--- config.mk ---
export PLATFORM = sky130hd
export DESIGN_NAME = mhd_stream_monitor
export DESIGN_NICKNAME = d
export VERILOG_FILES = /design/src/rtl/mhd_pkg.sv /design/src/rtl/mhd_popcount.sv /design/src/rtl/mhd_stream_monitor.sv
export SDC_FILE = /design/constraint.sdc
export NUM_CORES = 1
export LEC_CHECK = 0
export CAP_MARGIN = 20
export CORE_MARGIN = 5
export CORE_UTILIZATION = 48
export DETAILED_ROUTE_END_ITERATION = 7
export PLACE_DENSITY = 0.74
export SYNTH_ARGS = -nofsm -noshare
export SYNTH_HDL_FRONTEND = slang
export SYNTH_SLANG_ARGS = --single-unit
--- constraint.sdc ---
create_clock -name clk -period 6.65 [get_ports clk]
set_input_delay 1.33 -clock clk [delete_from_list [all_inputs] [get_ports clk]]
set_output_delay 1.33 -clock clk [all_outputs]
set_load 0.005 [all_outputs]
--- src/rtl/mhd_pkg.sv ---
// Shared types and helpers for the Hamming-distance stream monitor and its miter variants.
package mhd_pkg;

    typedef enum logic [1:0] {
        IDLE  = 2'd0,
        RUN   = 2'd1,
        DRAIN = 2'd2,
        DONE  = 2'd3
    } state_t;

    localparam int MAX_WORD_W = 1024;

    function automatic int hd_width(input int width);
        return $clog2(width + 1);
    endfunction

    function automatic int unsigned popcount(input logic [MAX_WORD_W-1:0] word);
        int unsigned count;
        count = 0;
        for (int i = 0; i < MAX_WORD_W; i++) begin
            count = count + int'(word[i]);
        end
        return count;
    endfunction

endpackage

--- src/rtl/mhd_popcount.sv ---
// Combinational population count; the result width holds WIDTH exactly, so it never truncates.
module mhd_popcount
    import mhd_pkg::*;
#(
    parameter  int WIDTH = 16,
    localparam int HD_W  = hd_width(WIDTH)
) (
    input  logic [WIDTH-1:0] word,
    output logic [HD_W-1:0]  count
);

    always_comb begin
        count = '0;
        for (int i = 0; i < WIDTH; i++) begin
            count = count + HD_W'(word[i]);
        end
    end

endmodule

--- src/rtl/mhd_stream_monitor.sv ---
// Streams (exact, approximate) word pairs through a 2-stage Hamming-distance pipeline
// and accumulates run statistics into a pass/fail verdict.
module mhd_stream_monitor
    import mhd_pkg::*;
#(
    parameter  int WIDTH      = 16,
    parameter  int MHD        = 4,
    parameter  int N_SAMPLES  = 1024,
    parameter  int ERR_BUDGET = 0,
    parameter  int CNT_W      = 32,
    localparam int HD_W       = hd_width(WIDTH)
) (
    input  logic             clk,
    input  logic             rst,
    input  logic             start,
    input  logic             in_valid,
    output logic             in_ready,
    input  logic [WIDTH-1:0] a,
    input  logic [WIDTH-1:0] b,
    output logic             hd_valid,
    output logic [HD_W-1:0]  hd,
    output logic             viol,
    output logic [CNT_W-1:0] sample_cnt,
    output logic [CNT_W-1:0] viol_cnt,
    output logic [CNT_W-1:0] hd_sum,
    output logic [HD_W-1:0]  max_hd,
    output logic             busy,
    output logic             done,
    output logic             fail
);

    localparam logic [CNT_W-1:0] N_CNT      = CNT_W'(N_SAMPLES);
    localparam logic [CNT_W-1:0] BUDGET_CNT = CNT_W'(ERR_BUDGET);

    state_t           state;
    state_t           state_next;
    logic [CNT_W-1:0] acc_cnt;
    logic [WIDTH-1:0] diff_q;
    logic             v1;
    logic [HD_W-1:0]  pop;
    logic             pop_viol;
    logic             xfer;
    logic             start_run;
    logic [CNT_W-1:0] viol_cnt_next;

    function automatic logic [CNT_W-1:0] sat_add(input logic [CNT_W-1:0] x,
                                                 input logic [CNT_W-1:0] y);
        logic [CNT_W:0] sum;
        sum = {1'b0, x} + {1'b0, y};
        return sum[CNT_W] ? '1 : sum[CNT_W-1:0];
    endfunction

    mhd_popcount #(.WIDTH(WIDTH)) u_popcount (
        .word  (diff_q),
        .count (pop)
    );

    assign pop_viol      = 32'(pop) > MHD;
    assign xfer          = in_valid && in_ready;
    assign start_run     = start && (state == IDLE || state == DONE);
    assign viol_cnt_next = (v1 && pop_viol) ? sat_add(viol_cnt, CNT_W'(1)) : viol_cnt;

    always_ff @(posedge clk) begin
        if (rst) begin
            state <= IDLE;
        end else begin
            state <= state_next;
        end
    end

    always_comb begin
        state_next = state;
        unique case (state)
            IDLE:  if (start) state_next = RUN;
            RUN:   if (acc_cnt == N_CNT) state_next = DRAIN;
            DRAIN: if (!v1 && sample_cnt == N_CNT) state_next = DONE;
            DONE:  if (start) state_next = RUN;
            default: state_next = IDLE;
        endcase
    end

    always_comb begin
        in_ready = (state == RUN) && (acc_cnt < N_CNT);
        busy     = (state == RUN) || (state == DRAIN);
    end

    always_ff @(posedge clk) begin
        if (rst) begin
            diff_q   <= '0;
            v1       <= 1'b0;
            hd_valid <= 1'b0;
            hd       <= '0;
            viol     <= 1'b0;
        end else begin
            v1       <= xfer;
            hd_valid <= v1;
            if (xfer) begin
                diff_q <= a ^ b;
            end
            if (v1) begin
                hd   <= pop;
                viol <= pop_viol;
            end
        end
    end

    // Statistics update on the same edge that publishes hd, from the same popcount.
    always_ff @(posedge clk) begin
        if (rst) begin
            acc_cnt    <= '0;
            sample_cnt <= '0;
            viol_cnt   <= '0;
            hd_sum     <= '0;
            max_hd     <= '0;
            done       <= 1'b0;
            fail       <= 1'b0;
        end else if (start_run) begin
            acc_cnt    <= '0;
            sample_cnt <= '0;
            viol_cnt   <= '0;
            hd_sum     <= '0;
            max_hd     <= '0;
            done       <= 1'b0;
            fail       <= 1'b0;
        end else begin
            if (xfer) begin
                acc_cnt <= acc_cnt + CNT_W'(1);
            end
            if (v1) begin
                sample_cnt <= sat_add(sample_cnt, CNT_W'(1));
                viol_cnt   <= viol_cnt_next;
                hd_sum     <= sat_add(hd_sum, CNT_W'(pop));
                if (pop > max_hd) begin
                    max_hd <= pop;
                end
            end
            if (state == DRAIN && state_next == DONE) begin
                done <= 1'b1;
                fail <= viol_cnt_next > BUDGET_CNT;
            end
        end
    end

endmodule
* After elaboration in Yosys (flattened, before gate mapping)
Index checks and enable logic that the tools add are counted.
** Operators by class
- Reduce and logical (&&, ||, !) cells :: 13
- Div/mod/pow operators :: 0
- Add/subtract/negate cells :: 19
- Muxes and demuxes :: 8
- Magnitude comparators :: 4
- Bitwise operators :: 1
- Eq/ne operators :: 6
- $mul :: 0
- Shifts and indexed selects :: 0
** Operator list (number)
- 2-to-1 mux 32 bit :: 4
- adder 5 x 1 -> 5 bit :: 14
- adder 32 x 1 -> 33 bit, second input constant :: 2
- == test 32 x 11 -> 1 bit, second input constant :: 2
- adder 32 x 5 -> 33 bit :: 1
- adder 32 x 1 -> 32 bit, second input constant :: 1
- > comparator 32 x 1 -> 1 bit, second input constant :: 1
- less-than comparator 32 x 11 -> 1 bit, second input constant :: 1
- bitwise XOR 16 bit :: 1
- == test 2 bit, second input constant :: 3
- logical AND 1 bit :: 6
- 2-to-1 mux 2 bit :: 3
- one-hot mux 2 bit (3 select lines) :: 1
- > comparator 5 x 3 -> 1 bit, second input constant :: 1
- > comparator 5 bit :: 1
- OR reduction 2 bit :: 2
- adder 1 x 1 -> 2 bit :: 1
- == test 2 x 1 -> 1 bit, second input constant :: 1
- zero test 2 bit :: 1
- logical OR 1 bit :: 2
- AND reduction 2 bit :: 1
- zero test 1 bit :: 1
** Word-level totals
- ROM bits :: 0
- Register bits :: 161
- RAM bits :: 0
- Output and inout port bits :: 112
- Memories :: 0
- Latch bits :: 0
- Input bits :: 36
- Logic and storage cells :: 64

* Longest topological paths before layout
- Depth after elaboration :: 19
- Depth in mapped cells :: 22
- Gate-level depth less buffers :: 22

* Hierarchy
From an unflattened synthesis, not the netlist that was laid out.
** Second synthesis, totals
- Cells, all modules :: 947
- Area, all modules :: 8171.6 um2
** By module, submodules not included
- mhd_stream_monitor :: area an instance 7763.7 um2, cells an instance 900, instances 1
- mhd_popcount :: area an instance 407.9 um2, cells an instance 47, instances 1

* Least setup slack after synthesis
Ideal clock, no wire load.
- Path type :: register to register
- From :: register diff_q[0]
- To :: register hd_sum[18]
- Arrival :: 5.243 ns
- Cell stages (with the launch flop) :: 18
- Library setup time :: 0.070 ns
- Clock period less this slack :: 5.314 ns
- Setup slack :: 1.336 ns
- Path buffers :: 0
- Data required time :: 6.580 ns
- Path through :: dfxtp_1 ha_1 inv_1 fa_1 fa_1 fa_1 fa_1 fa_1 fa_1 xnor2_1 ha_1 a21oi_1 o21bai_1 a21oi_1 nor4_1 nand3_1 xor2_1 a21oi_1
** On the way
- Word-level cells in the longest chain between the ends :: 17
** Ends and longest elaborated chain
- from (decl) :: line mhd_stream_monitor.sv:38 : logic [WIDTH-1:0] diff_q;
- from (signal assigned) :: line mhd_stream_monitor.sv:98 : diff_q <= a ^ b;
- adder 1 x 1 -> 2 bit :: line mhd_popcount.sv:15 : count = count + HD_W'(word[i]);
- adder 5 x 1 -> 5 bit (14 in series) :: line mhd_popcount.sv:15
- net pop[2] :: line mhd_stream_monitor.sv:40 : logic [HD_W-1:0] pop;
- adder 32 x 5 -> 33 bit :: line mhd_stream_monitor.sv:49 : sum = {1'b0, x} + {1'b0, y};
- 2-to-1 mux 32 bit :: line mhd_stream_monitor.sv:50 : return sum[CNT_W] ? '1 : sum[CNT_W-1:0];
- to (signal assigned) :: line mhd_stream_monitor.sv:132 : hd_sum <= sat_add(hd_sum, CNT_W'(pop));
- to (decl) :: line mhd_stream_monitor.sv:25 : output logic [CNT_W-1:0] hd_sum,
The timed path passes the listed nets, and every way through them passes these cells.
A chain may end at the register's enable or synchronous reset.

* Worst setup path after layout
- From :: register diff_q[0]
- To :: register hd_sum[5]
The elaborated chain is that of the path after synthesis.

==> results.yml <==
yosys:
  ys.flop_type: "dfxtp_1"
  ys_ff_latch: 161
  syn_nets: 1044
  synth_async_sr_flop_share_pct: 0
  synth_area_um2: 8380
  yosysWarnings: 0
  yosysSeqAreaShare_pct: 38.5
  syn_inst: 976
  synth_edf_count: 0
  synth_area_per_cell_um2: 8.58
  synth_cell_type_count: 67
sta:
  whs_ps: 447
  slew_viol_final: 0
  skew_ps: 6.81
  finalSetupViolCount: 0
  fin_setup_tns_ps: 0
  final_hold_viol_count: 0
  worst_slew_pin_slew_ps: 1030
  slew_headroom_pct: 31.2
  rsz0062_at_grt: "false"
  min_period_ps: 6120
  fin_crit_sh_pct: 92.0
  clock.fmax_ghz: 0.163
grt:
  overflow: 0
  grt_pass1_wl_mm: 34.9
  grt_antenna_before_repair: 0
  grt_use_total_pct: 21.0
  grt_pass1_vias: 6926
  grt_max_degree: 57
setup_path:
  cp-start-kind: "flop"
  required_ps: 7000
  cp_cell_sequence: "ha_1 -> inv_1 -> fa_1 -> fa_1 -> fa_1 -> fa_1 -> fa_1 -> fa_1 -> xnor2_1 -> ha_1 -> a21oi_1 -> o21bai_1 -> a21oi_1 -> nor4_2 -> nand2_1 -> buf_4 -> a21oi_1"
  critPathCaptureType: "flop"
  crit_type: "reg2reg"
  arrival_ps: 6470
  crit_buf_inv: 2
  crit_fanout: 16
  critPathMaxStageDelay_ps: 620
  cp_top_family: "adder cells"
  cp_slowest_cell: "nor4_2"
  crit_path_frequent_cell: "fa_1"
clocking:
  postCtsSetupBuffers: 0
  clock_path_buffers: 2
  tritoncts: "done"
  cts.sinks: 161
  root_buffer: "clkbuf_16"
  clk_latency_ps: 430
  cts_buffers: 17
  clkTransAtPathRegs_ps: 60
  cts_resized: 0
  cts.hold.buffers_added: 0
  h-tree-depth: 4
cells_and_area:
  fin_nets: 1170
  areaGrowthSynthToFinish_pct: 26.7
  stdcell_count: 1340
  drive_above_1_share_pct: 5.74
  n_antenna_cell: 0
detailed_routing:
  wire_per_inst_um: 16.2
  drt_first_iter_violations: 638
  wirelength_mm: 21.7
  ant_nets: 0
  drt_pass1_iterations: 5
  vias_per_cell: 5.71
  vias: 7649
  drc_errors: 0
die:
  fp.dieArea_um2: 20200
  die_w_um: 142
  rows: 48
  initial_utilization_pct: 48.6
  die_y_um: 142
  coreArea_um2: 17200
  ios: 148
placed_design:
  numPortBuffers: 147
  gp_congestion: 0.946
  dpl.hpwl_mm: 15.6
  dp.cells: 1307
outcome:
  status: "complete, no violations"
hold_path:
  hp-class: "reg2reg"
power_and_ir_drop:
  power.total_uw: 2770
  p_leak_uw: 0.00370
  vdd_ir_drop_max_v: 0.000253
  power.density_nw_per_um2: 261
flow_run:
  maxCapViolCount: 0
==> area by class of cell <==
type / instances / area, um2
Clock inverter: 12 / 135
Fill cell: 1480 / 6630
Multi-Input combinational cell: 715 / 4770
Timing Repair Buffer: 156 / 1550
Sequential cell: 161 / 3220
Inverter: 51 / 191
Clock buffer: 20 / 457
Tap cell: 225 / 282
==> state kept, by name (all words and copies together) (netlist names), 2 cells and up <==
name / flops
acc_cnt: 32
diff_q: 16
hd: 5
hd_sum: 32
max_hd: 5
sample_cnt: 32
state: 2
viol_cnt: 32
==> cells in the final DEF, fill, tap and decap left out, types with 3 or more instances in the layout <==
master,count
dfxtp_1,160
clkdlybuf4s50_1,147
nor2_1,86
a21oi_1,85
nand3_1,55
nand2_1,52
inv_1,50
xnor2_1,45
xor2_1,45
nand4_1,44
and3_1,29
a211oi_1,29
and2_1,26
nor3_1,22
nor4_1,21
ha_1,21
mux2i_1,18
clkbuf_16,17
o21ai_0,16
fa_1,11
a31oi_1,9
or3_1,9
buf_4,8
and4_1,7
a311oi_1,6
nand2b_1,5
o21ai_1,4
or2_1,4
nor4_2,4
or4_1,4
nor4b_1,4
clkinv_4,4
clkinvlp_4,4
o211a_1,3
o21bai_1,3
a21o_1,3
nor3b_1,3
==> worst paths after layout <==
| check | start | slack, ps | end | depth (start not counted) |
|---|---|---|---|---|
| worst max-delay path | diff_q[0] | 530 | hd_sum[5] | 17 |
| worst min register to register | done | 450 | done | 2 |
| worst max register to register | diff_q[0] | 530 | hd_sum[5] | 17 |
| worst min-delay path | done | 450 | done | 2 |
==> stage by stage <==
stage	util (%)	instance area (um2)	worst slack, ps
global route	61.5	10600	154
detailed placement	58.0	10000	495
floorplan	-	8380	1340
global placement	58.0	10000	749
CTS	61.5	10600	487
finish	61.5	10600	532
==> layer usage <==
layer | track usage (%) | vias up | share of wire, % | routed length, um
li1 | - | 3747 | - | -
met1 | 28.7 | 3577 | 45 | 9670
met2 | 33.7 | 286 | 47 | 10300
met3 | 3.70 | 39 | 6.2 | 1350
met4 | 7.32 | 0 | 1.9 | 403
met5 | 0 | - | 0 | 0
==> power by group <==
part | switching, uW | leakage (uW) | total (uW) | internal, uW
logic | 468 | 0.00212 | 774 | 306
registers | 25.7 | 0.00130 | 1020 | 998
clock network | 400 | 0.000278 | 973 | 573
==> cell families (layout without fill, tap and decap cells) <==
family / after synthesis / count (layout) / share of synthesized area, %
AO/OA/AOI/OAI: 181 / 181 / 13.9
XOR/XNOR: 90 / 90 / 9.41
adder cells (fa/ha/maj): 33 / 33 / 5.89
buffers and inverters: 100 / 239 / 4.59
flip-flops: 161 / 161 / 38.5
multiplexers: 18 / 18 / 2.15
AND/OR/NAND/NOR: 393 / 393 / 25.6
==> worst reg2reg max path, delay by kind of cell, from the launching register on <==
| family | cells | cell delay (ps) |
|---|---|---|
| XOR/XNOR | 1 | 460 |
| flip-flops | 1 | 330 |
| AND/OR/NAND/NOR | 2 | 980 |
| buffers and inverters | 2 | 370 |
| AO/OA/AOI/OAI | 4 | 620 |
| adder cells (fa/ha/maj) | 8 | 3290 |
==> synthesized netlist by cell type, types with 3 or more instances <==
| master | count | area, um2 |
|---|---|---|
| inv_1 | 50 | 188 |
| o21ai_1 | 4 | 20.0 |
| a21o_1 | 4 | 30.0 |
| buf_1 | 6 | 22.5 |
| nand2_1 | 52 | 195 |
| nor3b_1 | 3 | 22.5 |
| a311oi_1 | 6 | 52.6 |
| and2_1 | 26 | 163 |
| fa_1 | 11 | 220 |
| xnor2_1 | 45 | 394 |
| o21ai_0 | 16 | 80.1 |
| nor4_2 | 4 | 50.1 |
| xor2_1 | 45 | 394 |
| nor4b_1 | 4 | 35.0 |
| and4_1 | 7 | 61.3 |
| o211a_1 | 3 | 30.0 |
| nor2_1 | 86 | 323 |
| o21bai_1 | 3 | 22.5 |
| or2_1 | 4 | 25.0 |
| or3_1 | 9 | 56.3 |
| nand2b_1 | 5 | 31.3 |
| nand4_1 | 44 | 275 |
| nor4_1 | 21 | 131 |
| mux2i_1 | 18 | 180 |
| nand3_1 | 55 | 275 |
| or4_1 | 4 | 30.0 |
| buf_2 | 7 | 35.0 |
| dfxtp_1 | 161 | 3220 |
| a31oi_1 | 9 | 56.3 |
| nor3_1 | 22 | 110 |
| clkbuf_1 | 36 | 135 |
| a211oi_1 | 29 | 218 |
| and3_1 | 29 | 181 |
| a21oi_1 | 86 | 430 |
| ha_1 | 21 | 263 |
Power figures use the tool's default switching activity.
==> patch 1, RTL diff (config.mk and constraints unchanged) <==
Encoding of `state_t`: now Gray code (2 bits for 4 states).
--- a/src/rtl/mhd_pkg.sv
+++ b/src/rtl/mhd_pkg.sv
@@ -3,8 +3,8 @@
 
     typedef enum logic [1:0] {
-        IDLE  = 2'd0,
-        RUN   = 2'd1,
-        DRAIN = 2'd2,
-        DONE  = 2'd3
+        IDLE  = 2'b00,
+        RUN   = 2'b01,
+        DRAIN = 2'b11,
+        DONE  = 2'b10
     } state_t;
 
Check against the original RTL: no difference found for any inputs over 4 cycles, from zero or initial values and one cycle with rst high; so few cycles prove little.
==> patch 1 against the unedited design <==
  * Routed wire length down 2.9%
  * Sequential cell count unchanged
  * Area after synthesis down 2.4%
  * Clock skew up 0.0022 ns
  * Worst setup slack about the same
  * Cell area down 1.7%
Power is not compared: it rests on default switching activity, and its combinational part moved more than twofold at a synthesized area within 25%.
==> patch 1: results <==
{
  "wl_met1_um": 9180,
  "drive_gt1_frac": 0.0688,
  "met3_wirelength_um": 1640,
  "ff2ff_setup_slack_ns": 0.53,
  "tightest_slew_ns": 1.07,
  "pre_cts_ws_ns": 0.588,
  "grt_pass1_wl_um": 34600,
  "place_area_mm2": 0.00984,
  "crit_fanout": 12,
  "grt_max_degree": 100,
  "hold_ws_ns": 0.458,
  "syn_inst": 931,
  "synth.net_count": 997,
  "ys_seq_area_frac": 0.394,
  "final_nets": 1131,
  "status": "complete, no violations",
  "synth_common_cells": "dfxtp_1 (161), a21oi_1 (82), nor2_1 (81)",
  "met2_usage": 0.348,
  "use_met1": 0.275,
  "timing.fmax_ghz": 0.163,
  "top_layer": "met4",
  "gr-usage-all-layers": 0.211,
  "hold_path.startpoint": "acc_cnt[13]",
  "grt_pass1_vias": 6901,
  "place_hpwl_um": 15000,
  "place.gp.congestion": 0.919,
  "cts_buffers": 17,
  "whs_path_depth": 1,
  "rr_endpoint": "hd_sum[27]",
  "finalNonFillerCells": 1296,
  "p_clk_w": 0.000985,
  "skew_ns": 0.00903,
  "via_per_inst": 5.66,
  "max_stage_delay_ns": 0.54,
  "worst_path_max_delay_cell": "fa_1",
  "crit_arrival_ns": 6.44,
  "wl_met2_um": 9880,
  "first_iter_violations": 536,
  "antenna_cells": 0,
  "routed_wl_um": 21100,
  "use_met3": 0.0453
}
## patch 1: changes by cell type after synthesis, moves of 6 or more
cell	unedited run	this run
o21ai_0	16	10
mux2i_1	18	12
and4_1	7	13
or3_1	9	3
nand3_1	55	38
nand4_1	44	29
o221a_2	0	6
## patch 1: kinds of logic (layout without fill, tap and decap cells)
| family | after synthesis | in the layout | share of synthesized area |
|---|---|---|---|
| xor gates and xnor gates | 92 | 92 | 0.0986 |
| buffers and inverters | 88 | 233 | 0.0418 |
| DFF | 161 | 161 | 0.394 |
| muxes | 13 | 13 | 0.0161 |
| and+or+nand+nor | 363 | 363 | 0.241 |
| AOI/OAI and AO/OA | 183 | 183 | 0.151 |
| adders and majority gates | 31 | 31 | 0.0572 |
## patch 1: cell type report
cell class / instances / area [µm²]
clock buffer: 17 / 425
clock inverter: 13 / 166
fill: 1417 / 6210
inverter: 46 / 173
multi-input combinational: 682 / 4620
sequential: 161 / 3220
tap: 220 / 275
timing repair buffer: 157 / 1550
==> patch 2, RTL diff (same flow settings) <==
Made on the original files. Change the parameter `CNT_W` from 32 to 24.
--- a/src/rtl/mhd_stream_monitor.sv
+++ b/src/rtl/mhd_stream_monitor.sv
@@ -8,5 +8,5 @@
     parameter  int N_SAMPLES  = 1024,
     parameter  int ERR_BUDGET = 0,
-    parameter  int CNT_W      = 32,
+    parameter  int CNT_W      = 24,
     localparam int HD_W       = hd_width(WIDTH)
 ) (
Interface: changed (resized hd_sum, sample_cnt and viol_cnt); port bits go from 148 to 124. The function was not compared with the original's and may differ.
==> patch 2 against the unedited design <==
  * Critical path depth rose by 1
  * Power decreased by 10%
  * Final cell count shrank 19%
  * Worst setup slack gained 0.33 ns
  * Die area is 17% lower
  * Area after synthesis is 18% lower
  * Sequential cell count fell by 32
  * Non-clock buffer count is 25 lower
  * Sequential share of layout area decreased by 1.1 points
  * Largest cell class unchanged
  * Routed wire length shrank 23%
  * Cell area is 17% lower
==> patch 2: results <==
{
  "status": "complete, no violations",
  "switching_share": 0.302,
  "place_area_mm2": 0.00817,
  "skew_ns": 0.00939,
  "synth_area_leaders": "dfxtp_1 (38%), a21oi_1 (4.5%), xnor2_1 (4.5%), xor2_1 (4.5%), ha_1 (3.8%)",
  "ys_warn_count": 0,
  "rr_endpoint": "hd_sum[17]",
  "grt_max_degree": 55,
  "rr_worst_depth": 18,
  "syn_inst": 786,
  "cts_setup_buffers": 0,
  "leakage_nw": 3.23,
  "synth.net_count": 854,
  "clk_latency_ns": 0.42,
  "routed_wl_um": 16700,
  "synthArstFlopShare": 0,
  "place.gp.congestion": 0.840,
  "ys_seq_area_frac": 0.378,
  "maxSlewHeadroom": 0.519,
  "whs_path_depth": 1,
  "place_inst": 1053,
  "grt_pass1_vias": 5764,
  "crit_fanout": 6,
  "clkTransAtPathRegs_ns": 0.06,
  "nFillCells": 1200,
  "ff2ff_setup_slack_ns": 0.86,
  "crit_arrival_ns": 6.11,
  "portBuffers": 123,
  "gr-usage-all-layers": 0.204,
  "cts_buffer_depth": 2,
  "setup_ws_ns": 0.858,
  "hold_ws_ns": 0.458,
  "drive_gt1_frac": 0.0607,
  "pre_cts_ws_ns": 0.943,
  "hold_path.startpoint": "acc_cnt[22]",
  "cts_resized": 0,
  "synth-main-ff-cell": "dfxtp_1",
  "routed-via-count": 6119,
  "synth_common_cells": "dfxtp_1 (129), nor2_1 (68), a21oi_1 (62)",
  "hold_end": "acc_cnt[22]",
  "netlist-cell-type-count": 63,
  "h-tree-depth": 4,
  "first_pass_iters": 6,
  "final_nets": 961,
  "antenna_found_initial": 0,
  "place_hpwl_um": 11700,
  "via_per_inst": 5.63,
  "grt_pass1_wl_um": 27700,
  "peakVddDrop_mv": 0.204,
  "first_iter_violations": 525
}
patch 2: cell count changes after synthesis, sizes merged, moves of 12 or more:
cell / change
nor2: -20
nand2: -12
nor4: -12
dfxtp: -32
a21oi: -25
nand3: -23
patch 2: critical path, stage by stage, from the launching register on:
cell	delay [ns]
dfxtp_1	0.31
ha_1	0.27
inv_1	0.04
fa_1	0.47
inv_1	0.05
fa_1	0.47
fa_1	0.52
inv_1	0.05
fa_1	0.45
fa_1	0.42
fa_1	0.42
xnor2_1	0.42
ha_1	0.25
a21oi_1	0.11
o21bai_1	0.15
a21oi_1	0.16
or4_1	0.53
or3_1	0.34
a211oi_1	0.27
patch 2: cells by family after synthesis:
group           after synthesis  synth area share
compound gates              159             0.152
xor+xnor                     71            0.0930
fa+ha+maj                    33            0.0721
buf+inv                      86            0.0511
flops                       129             0.378
mux                          11            0.0163
simple gates                297             0.238
patch 2: power by group through the flow:
stage	sequential, W	combinational [W]	clock (W)
finish	0.000831	0.000649	0.00100
global route	0.000834	0.000732	0.00106
CTS	0.000831	0.000646	0.00102
detailed placement	0.000847	0.000633	0
global placement	0.000846	0.000622	0
floorplan	0.000842	0.000454	0
patch 2: routing by layer:
layer | vias to the layer above | GRT usage | part of all wire
li1 | 3033 | - | -
met1 | 2895 | 0.270 | 0.45
met2 | 171 | 0.328 | 0.47
met3 | 20 | 0.0445 | 0.063
met4 | 0 | 0.0735 | 0.015
met5 | - | 0 | 0
patch 2: final cells by class:
class                   count  area, µm²  area share
flip-flops and latches    129       2580       0.293
clock buffers              21        450      0.0511
multi-input cells         571       3920       0.444
inverters                  43        161      0.0183
repair buffers            131       1300       0.147
well taps                 180        225      0.0255
clock inverters            11        185      0.0210
